$ cat src/rtl/uart_rx_framed.sv
// UART receiver with majority-vote sampling, optional parity, error flags and a
// one-entry valid/ready output buffer. LSB-first frames; line idles high.
module uart_rx_framed #(
  parameter int unsigned D_BIT       = 8,
  parameter int unsigned OVERSAMPLE  = 16,
  parameter int unsigned PARITY_MODE = 0,
  parameter int unsigned CNT_W       = 5
) (
  input  logic             clk,
  input  logic             reset,
  input  logic             rx_data,
  input  logic             sampling_tick,
  input  logic             dout_ready,
  output logic             dout_valid,
  output logic [D_BIT-1:0] d_out,
  output logic             parity_err,
  output logic             frame_err,
  output logic             overrun_err,
  output logic             break_det,
  output logic             rx_done_tick
);

  localparam logic [CNT_W-1:0] EndBit   = CNT_W'(OVERSAMPLE - 1);
  localparam logic [CNT_W-1:0] EndStart = CNT_W'(OVERSAMPLE / 2 - 1);
  localparam logic [3:0]       LastIdx  = 4'(D_BIT - 1);

  typedef enum logic [2:0] {
    StIdle,
    StStart,
    StData,
    StParity,
    StStop,
    StBrkWait
  } state_e;

  state_e           state_q;
  logic [CNT_W-1:0] tick_cnt_q;
  logic [3:0]       bit_idx_q;
  logic [D_BIT-1:0] data_q;
  logic             samp0_q;
  logic             samp1_q;
  logic             par_bad_q;
  logic             rx_meta;
  logic             rx_s;

  logic [CNT_W-1:0] win_end;
  logic             in_frame;
  logic             at_s0;
  logic             at_s1;
  logic             commit;
  logic             vote;
  logic             par_bad_c;

  // Two-flop synchroniser for the asynchronous serial line.
  always_ff @(posedge clk) begin
    if (reset) begin
      rx_meta <= 1'b1;
      rx_s    <= 1'b1;
    end else begin
      rx_meta <= rx_data;
      rx_s    <= rx_meta;
    end
  end

  // Sample-window decode: the start bit is voted at mid-bit, others at full bit.
  always_comb begin
    win_end   = (state_q == StStart) ? EndStart : EndBit;
    in_frame  = (state_q == StStart) || (state_q == StData) ||
                (state_q == StParity) || (state_q == StStop);
    at_s0     = sampling_tick && (tick_cnt_q == win_end - CNT_W'(2));
    at_s1     = sampling_tick && (tick_cnt_q == win_end - CNT_W'(1));
    commit    = in_frame && sampling_tick && (tick_cnt_q == win_end);
    // Third sample is the live rx_s on the commit tick.
    vote      = (samp0_q & samp1_q) | (samp0_q & rx_s) | (samp1_q & rx_s);
    // Even parity: error on odd total; odd parity: error on even total.
    par_bad_c = (^{data_q, vote}) ^ (PARITY_MODE == 1);
  end

  // Frame FSM, sample counters and the output buffer with its flags.
  always_ff @(posedge clk) begin
    if (reset) begin
      state_q      <= StIdle;
      tick_cnt_q   <= '0;
      bit_idx_q    <= '0;
      data_q       <= '0;
      samp0_q      <= 1'b0;
      samp1_q      <= 1'b0;
      par_bad_q    <= 1'b0;
      dout_valid   <= 1'b0;
      d_out        <= '0;
      parity_err   <= 1'b0;
      frame_err    <= 1'b0;
      overrun_err  <= 1'b0;
      break_det    <= 1'b0;
      rx_done_tick <= 1'b0;
    end else begin
      rx_done_tick <= 1'b0;
      break_det    <= 1'b0;
      if (dout_valid && dout_ready) dout_valid <= 1'b0;

      if (in_frame && sampling_tick) begin
        tick_cnt_q <= commit ? '0 : tick_cnt_q + CNT_W'(1);
        if (at_s0) samp0_q <= rx_s;
        if (at_s1) samp1_q <= rx_s;
      end

      unique case (state_q)
        StIdle: begin
          if (!rx_s) begin
            state_q    <= StStart;
            tick_cnt_q <= '0;
          end
        end
        StStart: begin
          if (commit) begin
            if (vote) begin
              state_q <= StIdle;
            end else begin
              state_q   <= StData;
              bit_idx_q <= '0;
              par_bad_q <= 1'b0;
            end
          end
        end
        StData: begin
          if (commit) begin
            data_q <= {vote, data_q[D_BIT-1:1]};
            if (bit_idx_q == LastIdx) begin
              state_q <= (PARITY_MODE != 0) ? StParity : StStop;
            end else begin
              bit_idx_q <= bit_idx_q + 4'd1;
            end
          end
        end
        StParity: begin
          if (commit) begin
            par_bad_q <= par_bad_c;
            state_q   <= StStop;
          end
        end
        StStop: begin
          if (commit) begin
            rx_done_tick <= 1'b1;
            break_det    <= (data_q == '0) && !vote;
            // Load when empty or being drained this clk; otherwise drop the frame.
            if (!dout_valid || dout_ready) begin
              dout_valid  <= 1'b1;
              d_out       <= data_q;
              parity_err  <= par_bad_q;
              frame_err   <= !vote;
              overrun_err <= 1'b0;
            end else begin
              overrun_err <= 1'b1;
            end
            // A low stop bit waits for the line to recover before re-arming.
            state_q <= vote ? StIdle : StBrkWait;
          end
        end
        StBrkWait: begin
          if (rx_s) state_q <= StIdle;
        end
        default: state_q <= StIdle;
      endcase
    end
  end

endmodule

$ cat config.mk
export PLATFORM = sky130hd
export DESIGN_NAME = uart_rx_framed
export DESIGN_NICKNAME = d
export VERILOG_FILES = /design/src/rtl/uart_rx_framed.sv
export SDC_FILE = /design/constraint.sdc
export NUM_CORES = 1
export LEC_CHECK = 0
export CORE_ASPECT_RATIO = 0.6
export CORE_MARGIN = 8
export CORE_UTILIZATION = 55
export CTS_CLUSTER_SIZE = 12
export DETAILED_ROUTE_END_ITERATION = 12
export HOLD_SLACK_MARGIN = 0.05
export PLACE_DENSITY = 0.82
export SETUP_SLACK_MARGIN = 0.05
export SLEW_MARGIN = 20
export SYNTH_ARGS = -nofsm -noshare
export SYNTH_HDL_FRONTEND = slang
export SYNTH_SLANG_ARGS = --single-unit
$ cat constraint.sdc
create_clock -name clk -period 2.1 [get_ports clk]
set_clock_uncertainty 0.1 [all_clocks]
set_input_delay 0.42 -clock clk [delete_from_list [all_inputs] [get_ports clk]]
set_output_delay 0.42 -clock clk [all_outputs]
set_load 0.005 [all_outputs]
Word-level counts from Yosys, hierarchy flattened
Cells that the tools add are included.
{"block": "totals", "inputBits": 5, "mem_count": 0, "register_bits": 39, "ram_bits": 0, "rom_bits": 0, "latch_bits": 0}
{"block": "op_classes", "n_div": 0, "n_reduce_logical": 27, "n_mul": 0, "n_addsub": 4, "n_lt_le_gt_ge": 0, "n_mux": 30, "bitwise": 7, "eq_ne": 18, "n_shift": 0}
{"cell": "$mux 3", "n": 8}
{"cell": "$mux 4", "n": 5}
{"cell": "$mux 5", "n": 4}
{"cell": "$pmux 3 s6", "n": 1}
{"cell": "$ne 2x2->1 const B", "n": 8}
{"cell": "$eq 5x5->1", "n": 2}
{"cell": "$mux 1", "n": 9}
{"cell": "$reduce_xor 9->1", "n": 1}
{"cell": "$logic_not 8->1", "n": 1}
{"cell": "$pmux 4 s2", "n": 1}
{"cell": "$reduce_and 2->1", "n": 4}
{"cell": "$reduce_and 7->1", "n": 1}
{"cell": "$eq 3x2->1 const B", "n": 2}
{"cell": "$eq 3x3->1 const B", "n": 2}
{"cell": "$logic_and 1x1->1", "n": 6}
{"cell": "$add 5x1->5 const B", "n": 1}
{"cell": "$eq 5x4->1", "n": 1}
{"cell": "$reduce_and 5->1", "n": 1}
{"cell": "$sub 4x1->5 const B", "n": 1}
{"cell": "$sub 4x2->5 const B", "n": 1}
{"cell": "$add 4x1->4 const B", "n": 1}
{"cell": "$eq 4x3->1 const B", "n": 1}
{"cell": "$logic_or 1x1->1", "n": 4}
{"cell": "$reduce_and 4->1", "n": 1}
{"cell": "other kinds (13)", "n": 19}

Depth between registers and ports, before layout
Gate-level depths: netlist of run 1.
{"block": "logic_depth", "depth_word": 10, "mapped_depth": 7, "mapped_depth_nobuf": 6}

Worst setup path before layout of run 1
No wires, ideal clock.
{"block": "synth_timing", "path_type": "reg2reg", "start": "register state_q[0]", "end": "register frame_err", "path_stages_with_launch": 7, "setup_time_ns": 0.116, "setup_slack_ns": 0.147, "n_path_buf": 2, "arrival_ns": 1.737, "period_less_slack_ns": 1.953, "t_required_ns": 1.884, "cell_sequence": "dfxtp_1 or3b_1 mux2i_2 buf_6 nand4_1 buf_2 a31o_1"}
{"block": "synth_between", "elab_chain_cells": 7, "elab_cells_between_ends": 12}
{"element": "start, declared", "line_no": "36", "rtl": "state_e state_q;"}
{"element": "start signal, assigned", "line_no": "82", "rtl": "state_q <= StIdle;"}
{"element": "start signal, assigned", "line_no": "110", "rtl": "state_q <= StStart;"}
{"element": "start signal, assigned", "line_no": "117", "rtl": "state_q <= StIdle;"}
{"element": "parallel branches: the longest is 6 deep, another holds $eq 5x4->1"}
{"element": "$reduce_and 3->1 (no line) (*)"}
{"element": "end signal, assigned", "line_no": "150", "rtl": "frame_err <= !vote;"}
{"element": "end, declared", "line_no": "17", "rtl": "output logic frame_err,"}
Every way passes the cells marked *.
A chain may end at the register's enable or synchronous reset.

Worst setup path after layout of run 1
{"block": "layout_timing", "start": "register state_q[2]", "end": "register data_q[6]"}
{"block": "layout_between", "elab_chain_cells": 7, "elab_cells_between_ends": 12}
{"element": "parallel branches: the longest is 6 deep, another holds $eq 5x4->1"}
{"element": "$reduce_and 2->1 (no line) (*)"}
{"element": "end signal, assigned", "line_no": "127", "rtl": "data_q <= {vote, data_q[D_BIT-1:1]};"}
{"element": "end, declared", "line_no": "39", "rtl": "logic [D_BIT-1:0] data_q;"}
Marked as above.

==> results of run 1 <==
[worst max-delay path, cell delays in order, from the launching register on]
cell and delay (ns):
dfxtp_2 0.34, or3b_4 0.43, mux2i_2 0.23, buf_4 0.19, nand3_2 0.27, mux2i_1 0.27
nor2_1 0.05
[power by group]
group	switching (uW)	internal (uW)	total [uW]
clock	263	384	647
combinational	298	228	526
sequential	22.9	763	786
total	584	1380	1960
[cell families (layout without fill, tap and decap cells)]
kind of cell / count (synthesis) / in the layout
buf+inv: 15 / 48
compound gates: 27 / 27
flops: 39 / 39
simple gates: 77 / 77
fa+ha+maj: 5 / 5
mux: 21 / 21
xor+xnor: 10 / 10
[flip-flops by register name, indices dropped and copies added (netlist names)]
| register | count |
|---|---|
| d_out | 8 |
| data_q | 8 |
| tick_cnt_q | 5 |
| bit_idx_q | 4 |
| state_q | 3 |
| break_det | 1 |
| dout_valid | 1 |
| frame_err | 1 |
| overrun_err | 1 |
| par_bad_q | 1 |
| parity_err | 1 |
| rx_done_tick | 1 |
| rx_meta | 1 |
| rx_s | 1 |
| samp0_q | 1 |
| samp1_q | 1 |
[cells in the final DEF (no fill, tap or decap), types with 6 or more instances in the layout]
| cell | synthesis | final |
|---|---|---|
| mux2i_1 | 20 | 20 |
| buf_4 | 0 | 17 |
| nand2_1 | 10 | 10 |
| clkbuf_8 | 0 | 6 |
| dfxtp_1 | 39 | 37 |
| clkdlybuf4s50_1 | 0 | 18 |
| xnor2_1 | 8 | 8 |
| nor2_1 | 28 | 28 |
[repair_timing]
action                                  CTS  global route
hold buffers                              0             0
gates cloned                              0             0
resized for setup                         2             8
endpoints found under the setup margin    4            16
pin swaps                                 1             1
hold endpoints to repair                  0             0
buffers inserted                          0             2
[final cells by class]
class | count | share of cell area [%]
multi-input cells | 140 | 44.8
flip-flops and latches | 39 | 33.7
repair buffers | 35 | 13.2
clock buffers | 6 | 3.55
well taps | 45 | 2.42
clock inverters | 2 | 1.51
inverters | 5 | 0.807
[through the flow]
| stage | area (um^2) | setup WS (ns) | util (%) | setup TNS [ns] |
|---|---|---|---|---|
| floorplan | 1830 | 0.147 | - | 0 |
| CTS | 2270 | 0.0510 | 70.5 | 0 |
| global placement | 2140 | 0.0951 | 66.3 | 0 |
| finish | 2320 | 0.102 | 72.1 | 0 |
| detailed placement | 2140 | -0.0292 | 66.3 | -0.0524 |
| global route | 2320 | 0.0283 | 72.1 | 0 |
[layer usage]
layer,share of wire (%),up-vias
li1,-,765
met1,45,746
met2,47,50
met3,5.7,11
met4,2.5,0
met5,0,-
[path summary, 6_finish.rpt]
kind / start / to / slack, ns / cells past startpoint
max: state_q[2] / data_q[6] / 0.10 / 6
min: rx_meta / rx_s / 0.32 / 1
max reg2reg: state_q[2] / data_q[6] / 0.10 / 6
min reg2reg: rx_meta / rx_s / 0.32 / 1
==> key figures, run 1 <==
Outcome
  – Status: complete, no violations

Timing
  – RSZ-0062 raised after global routing: yes
  – Slew headroom: between 30% and 40%
  – Setup-failing EPs final: 0
  – Period minus WS final: 2.00 ns
  – Final Hold Viols: 0
  – Slew @ Worst Pin: 0.909 ns
  – Hold_ws: 0.320 ns
  – Max-slew violations: 0
  – Ratio of final minimum period to clock period: 95.1%
  – FMAX: between 0.5 and 0.6 GHz

Detailed routing
  – WL/cell: ~17 um
  – Vias/cell: ~5.8
  – Post-route ant nets: 0
  – First DRT Iteration DRCs: roughly 190
  – Drt drc: 0
  – Total wire length: about 4.6 mm
  – First-pass iteration count of the detailed router: 4
  – Vias: between 1500 and 2000

Synthesis
  – Ys async rst share: 0%
  – Cells after Synth: just under 200
  – Synth cell count leaders: 39 x dfxtp_1, 28 x nor2_1, 20 x mux2i_1
  – Mux cell area share after synthesis: a little under an eighth
  – Synth Area in Adders: between 3 and 4%
  – Synthesized Nets: 203
  – Seq/Total Area, Yosys: 42.6%
  – Xor-xnor portion of the synthesized cell area: under 10%
  – Synth warnings: 0
  – Simple-gate area share of the yosys netlist: 21.8%
  – Post-synth top flop: dfxtp_1
  – Largest family of logic cells by synthesized area: simple AND/OR/NAND/NOR gates
  – Syn Area/Cell: approximately 9.4 um^2
  – Area leader, netlist: dfxtp_1
  – Complex-gate fraction of the synthesized area: between 10% and 20%
  – Cell Area, Synth: roughly 1800 um^2
  – Post-synth EDFFs: 0
  – Synth top area share: a little over two fifths
  – Synth area leaders: dfxtp_1 43%, mux2i_1 11%, nor2_1 5.7%, xnor2_1 3.8%, ha_1 2.7%
  – Top-count cell post-synth: dfxtp_1
  – Synth unique cells: 48
  – Yosys reg bits: 39

Floorplan
  – Die ar.: ~5500 um^2
  – Die width: 90.5 um
  – Core Area: roughly 3200 um^2
  – Core Rows: 16
  – Ports: 19
  – Initial Util: around 57%
  – Die Height: a little over 60 um

Power and ir drop
  – Leak pwr: approximately 0.00099 uW
  – Worst IR Drop VDD: 872 uV
  – Pwr dens: 843 nW/um^2
  – Power Total: ~2000 uW

Clock tree
  – CTS HTree Levels: 2
  – CTS max path bufs: 2
  – Register clock-pin slew on the reported worst setup and hold paths: ~0.070 ns
  – Root cell of the clock tree: clkbuf_8
  – Num CTS Buffers: 5
  – Clock Latency Late Sink: ~0.30 ns
  – CTS tree: done
  – CTS sink count: 39

Setup path
  – Crit path required time: 2.18 ns
  – CP Data Arrival Time: roughly 2.1 ns
  – Crit Path Class: register to register
  – Startpoint Class: register
  – Critical path capture point type: register
  – Worst Path Max Fanout: 8

Global route
  – Vias in the first global route: 1522
  – Congestion Overflow GR: 0
  – Largest net degree at the start of global routing: 28
  – Most used routing layer: met2
  – Met2 usage: ~27%
  – Met1 Use GR: about a fifth
  – Global-route wire length before repair: between 7 and 8 mm
  – Total track usage: between 10% and 20%
  – Met3 GRT Util: approximately 4.6%
  – Initial antenna violation count: 0

Cells and area
  – Sequential Area: 783 um^2
  – Multi-input logic area: 1040 um^2
  – Fillers: 236
  – P&R area growth vs syn: 26.8%
  – Share of cells above drive strength 1: approximately 18%
  – Diode count: 0
  – Layout Cells excl Fill: 272
  – Nets: 235

Placement
  – GP Congestion: around 0.88
  – Port bufs: 18
  – Post-detail-place hpwl: 3.21 mm
  – Inst Count DP: between 200 and 300

Worst hold path
  – HP Class: register to register

Run
  – Maxcap violations: 0
Note: power is estimated with default switching activity, not from simulation.
==> run 2, diff against run 1 <==
--- a/config.mk
+++ b/config.mk
@@ -7,11 +7,13 @@
 export LEC_CHECK = 0
 export CORE_ASPECT_RATIO = 0.6
 export CORE_MARGIN = 8
-export CORE_UTILIZATION = 55
+export CORE_UTILIZATION = 58
+export CTS_BUF_LIST = sky130_fd_sc_hd__clkbuf_4
 export CTS_CLUSTER_SIZE = 12
 export DETAILED_ROUTE_END_ITERATION = 12
+export GPL_TIMING_DRIVEN = 1
 export HOLD_SLACK_MARGIN = 0.05
-export PLACE_DENSITY = 0.82
+export PLACE_DENSITY = 0.85
 export SETUP_SLACK_MARGIN = 0.05
 export SLEW_MARGIN = 20
 export SYNTH_ARGS = -nofsm -noshare
==> run 2 against run 1 <==
Effect of this change: setup slack got worse by 0.031 ns; utilization rose by 4.7 points; via count up 2.0%; non-clock buffer count grew 1; largest power group unchanged.
==> key figures, run 2 (synthesized netlist as in run 1, its figures left out) <==
Detailed routing
  – First-pass iteration count of the detailed router: 4
  – First DRT Iteration DRCs: 96
  – WL/cell: 16.9 um
  – Total wire length: between 4 and 5 mm
  – Vias: roughly 1600
  – Drt drc: 0
  – Vias/cell: slightly below 6
  – Post-route ant nets: 0

Setup path
  – Crit Path Class: register to register
  – CP Data Arrival Time: 2.21 ns
  – Crit path required time: ~2.3 ns
  – Worst path slowest cell: or3b_4
  – Max stage delay on crit path: about 0.42 ns
  – Critical path, cell by cell: or3b_4 -> mux2i_2 -> buf_6 -> o211ai_4 -> a2111o_1 -> a21oi_1
  – Startpoint Class: register
  – Critical path capture point type: register
  – Worst Path Max Fanout: 10

Cells and area
  – Commonest non-fill, non-tap cell in the layout: dfxtp_1
  – P&R area growth vs syn: 23.5%
  – Largest regs: d_out: 8 flops, data_q: 8 flops, tick_cnt_q: 5 flops
  – Share of cells above drive strength 1: approximately 15%
  – Fin area: about 2300 um^2
  – Diode count: 0
  – Layout Cells excl Fill: 270
  – Most frequent cells in the layout: 39 x dfxtp_1, 28 x nor2_1, 20 x mux2i_1
  – Nets: 236

Timing
  – Slew headroom: about 62%
  – Max-slew violations: 0
  – Ratio of final minimum period to clock period: ~97%
  – Slew @ Worst Pin: 0.561 ns
  – RSZ-0062 raised after global routing: yes
  – Hold_ws: between 0.3 and 0.4 ns
  – FMAX: 0.493 GHz
  – Worst Slack Setup Final: a little over 0.07 ns
  – Period minus WS final: between 2 and 2.5 ns
  – Final Hold Viols: 0
  – Setup-failing EPs final: 0

Global route
  – Initial antenna violation count: 0
  – Total track usage: 17.6%
  – Vias in the first global route: 1540
  – Global-route wire length before repair: about 7.2 mm
  – Largest net degree at the start of global routing: 26
  – Congestion Overflow GR: 0

Clock tree
  – CTS max path bufs: 2
  – Num CTS Buffers: 5
  – Root cell of the clock tree: clkbuf_4
  – Clock Latency Late Sink: around 0.34 ns
  – CTS HTree Levels: 2
  – CTS tree: done
  – CTS sink count: 39
  – Register clock-pin slew on the reported worst setup and hold paths: ~0.11 ns
  – Post-CTS Hold Buffers: 0

Placement
  – Post-detail-place hpwl: 3.46 mm
  – Placed inst area: about 2200 um^2
  – Pre-CTS setup slack: -0.000516 ns
  – Port bufs: 18
  – Inst Count DP: ~260
  – GP Congestion: between 0.8 and 0.9

Floorplan
  – Core Rows: 15
  – Die Height: about 60 um
  – Die ar.: 5270 um^2
  – Ports: 19
  – Initial Util: between 60% and 70%
  – Die width: ~90 um
  – Core Area: about 3000 um^2

Power and ir drop
  – Leak pwr: roughly 0.00096 uW
  – Pwr dens: around 750 nW/um^2
  – Worst IR Drop VDD: ~640 uV

Worst hold path
  – HP Class: register to register

Run
  – Maxcap violations: 0

Outcome
  – Status: complete, no violations
-- run 2: path summary, 6_finish.rpt --
check	from	end	slack [ns]	cells after the start
worst max-delay path	state_q[0]	state_q[0]	0.07	6
worst min-delay path	rx_meta	rx_s	0.35	1
worst max register to register	state_q[0]	state_q[0]	0.07	6
worst min register to register	rx_meta	rx_s	0.35	1
-- run 2: power breakdown --
| part | internal, uW | switching [uW] | total, uW |
|---|---|---|---|
| logic | 244 | 285 | 529 |
| registers | 761 | 20.4 | 781 |
| clock network | 157 | 232 | 389 |
| total | 1160 | 538 | 1700 |
-- run 2: timing repair --
| action | CTS | global route |
|---|---|---|
| setup buffers | 1 | 0 |
| resized for setup | 2 | 3 |
| setup endpoints to repair | 2 | 7 |
| endpoints found under the hold margin | 0 | 0 |
| pin swaps | 0 | 0 |
-- run 2: area by class of cell --
class / count / area (um^2)
Clock inverter: 1 / 5.00
Fill cell: 216 / 682
Inverter: 5 / 18.8
Clock buffer: 7 / 52.6
Tap cell: 42 / 52.6
Multi-Input combinational cell: 140 / 1020
Timing Repair Buffer: 36 / 332
Sequential cell: 39 / 781
-- run 2: per-layer routing --
metal	track usage, %	part of all wire (%)	vias up
li1	-	-	763
met1	22.0	45	752
met2	27.3	45	73
met3	5.67	7.8	15
met4	7.16	2.6	0
met5	0	0	-
-- run 2: metrics by stage --
step,utilization [%],TNS [ns],power [uW]
detailed placement,73.3,-0.000516,1280
CTS,75.9,0,1650
finish,76.9,0,1700
global route,76.9,0,1770
floorplan,-,0,1100
global placement,73.3,0,1240
-- run 2: worst max-delay path, delay by kind of cell, from the launching register on --
family                 cells  cell delay (ns)
AO/OA/AOI/OAI              3             0.65
buffers and inverters      1             0.19
flip-flops                 1             0.37
multiplexers               1             0.23
AND/OR/NAND/NOR            1             0.42
==> run 3, diff against run 2 <==
--- a/config.mk
+++ b/config.mk
@@ -9,6 +9,7 @@
 export CORE_MARGIN = 8
 export CORE_UTILIZATION = 58
 export CTS_BUF_LIST = sky130_fd_sc_hd__clkbuf_4
+export CTS_CLUSTER_DIAMETER = 150
 export CTS_CLUSTER_SIZE = 12
 export DETAILED_ROUTE_END_ITERATION = 12
 export GPL_TIMING_DRIVEN = 1
==> results of run 3 <==
No change in the layout: final DEF, timing and power equal those of run 2.
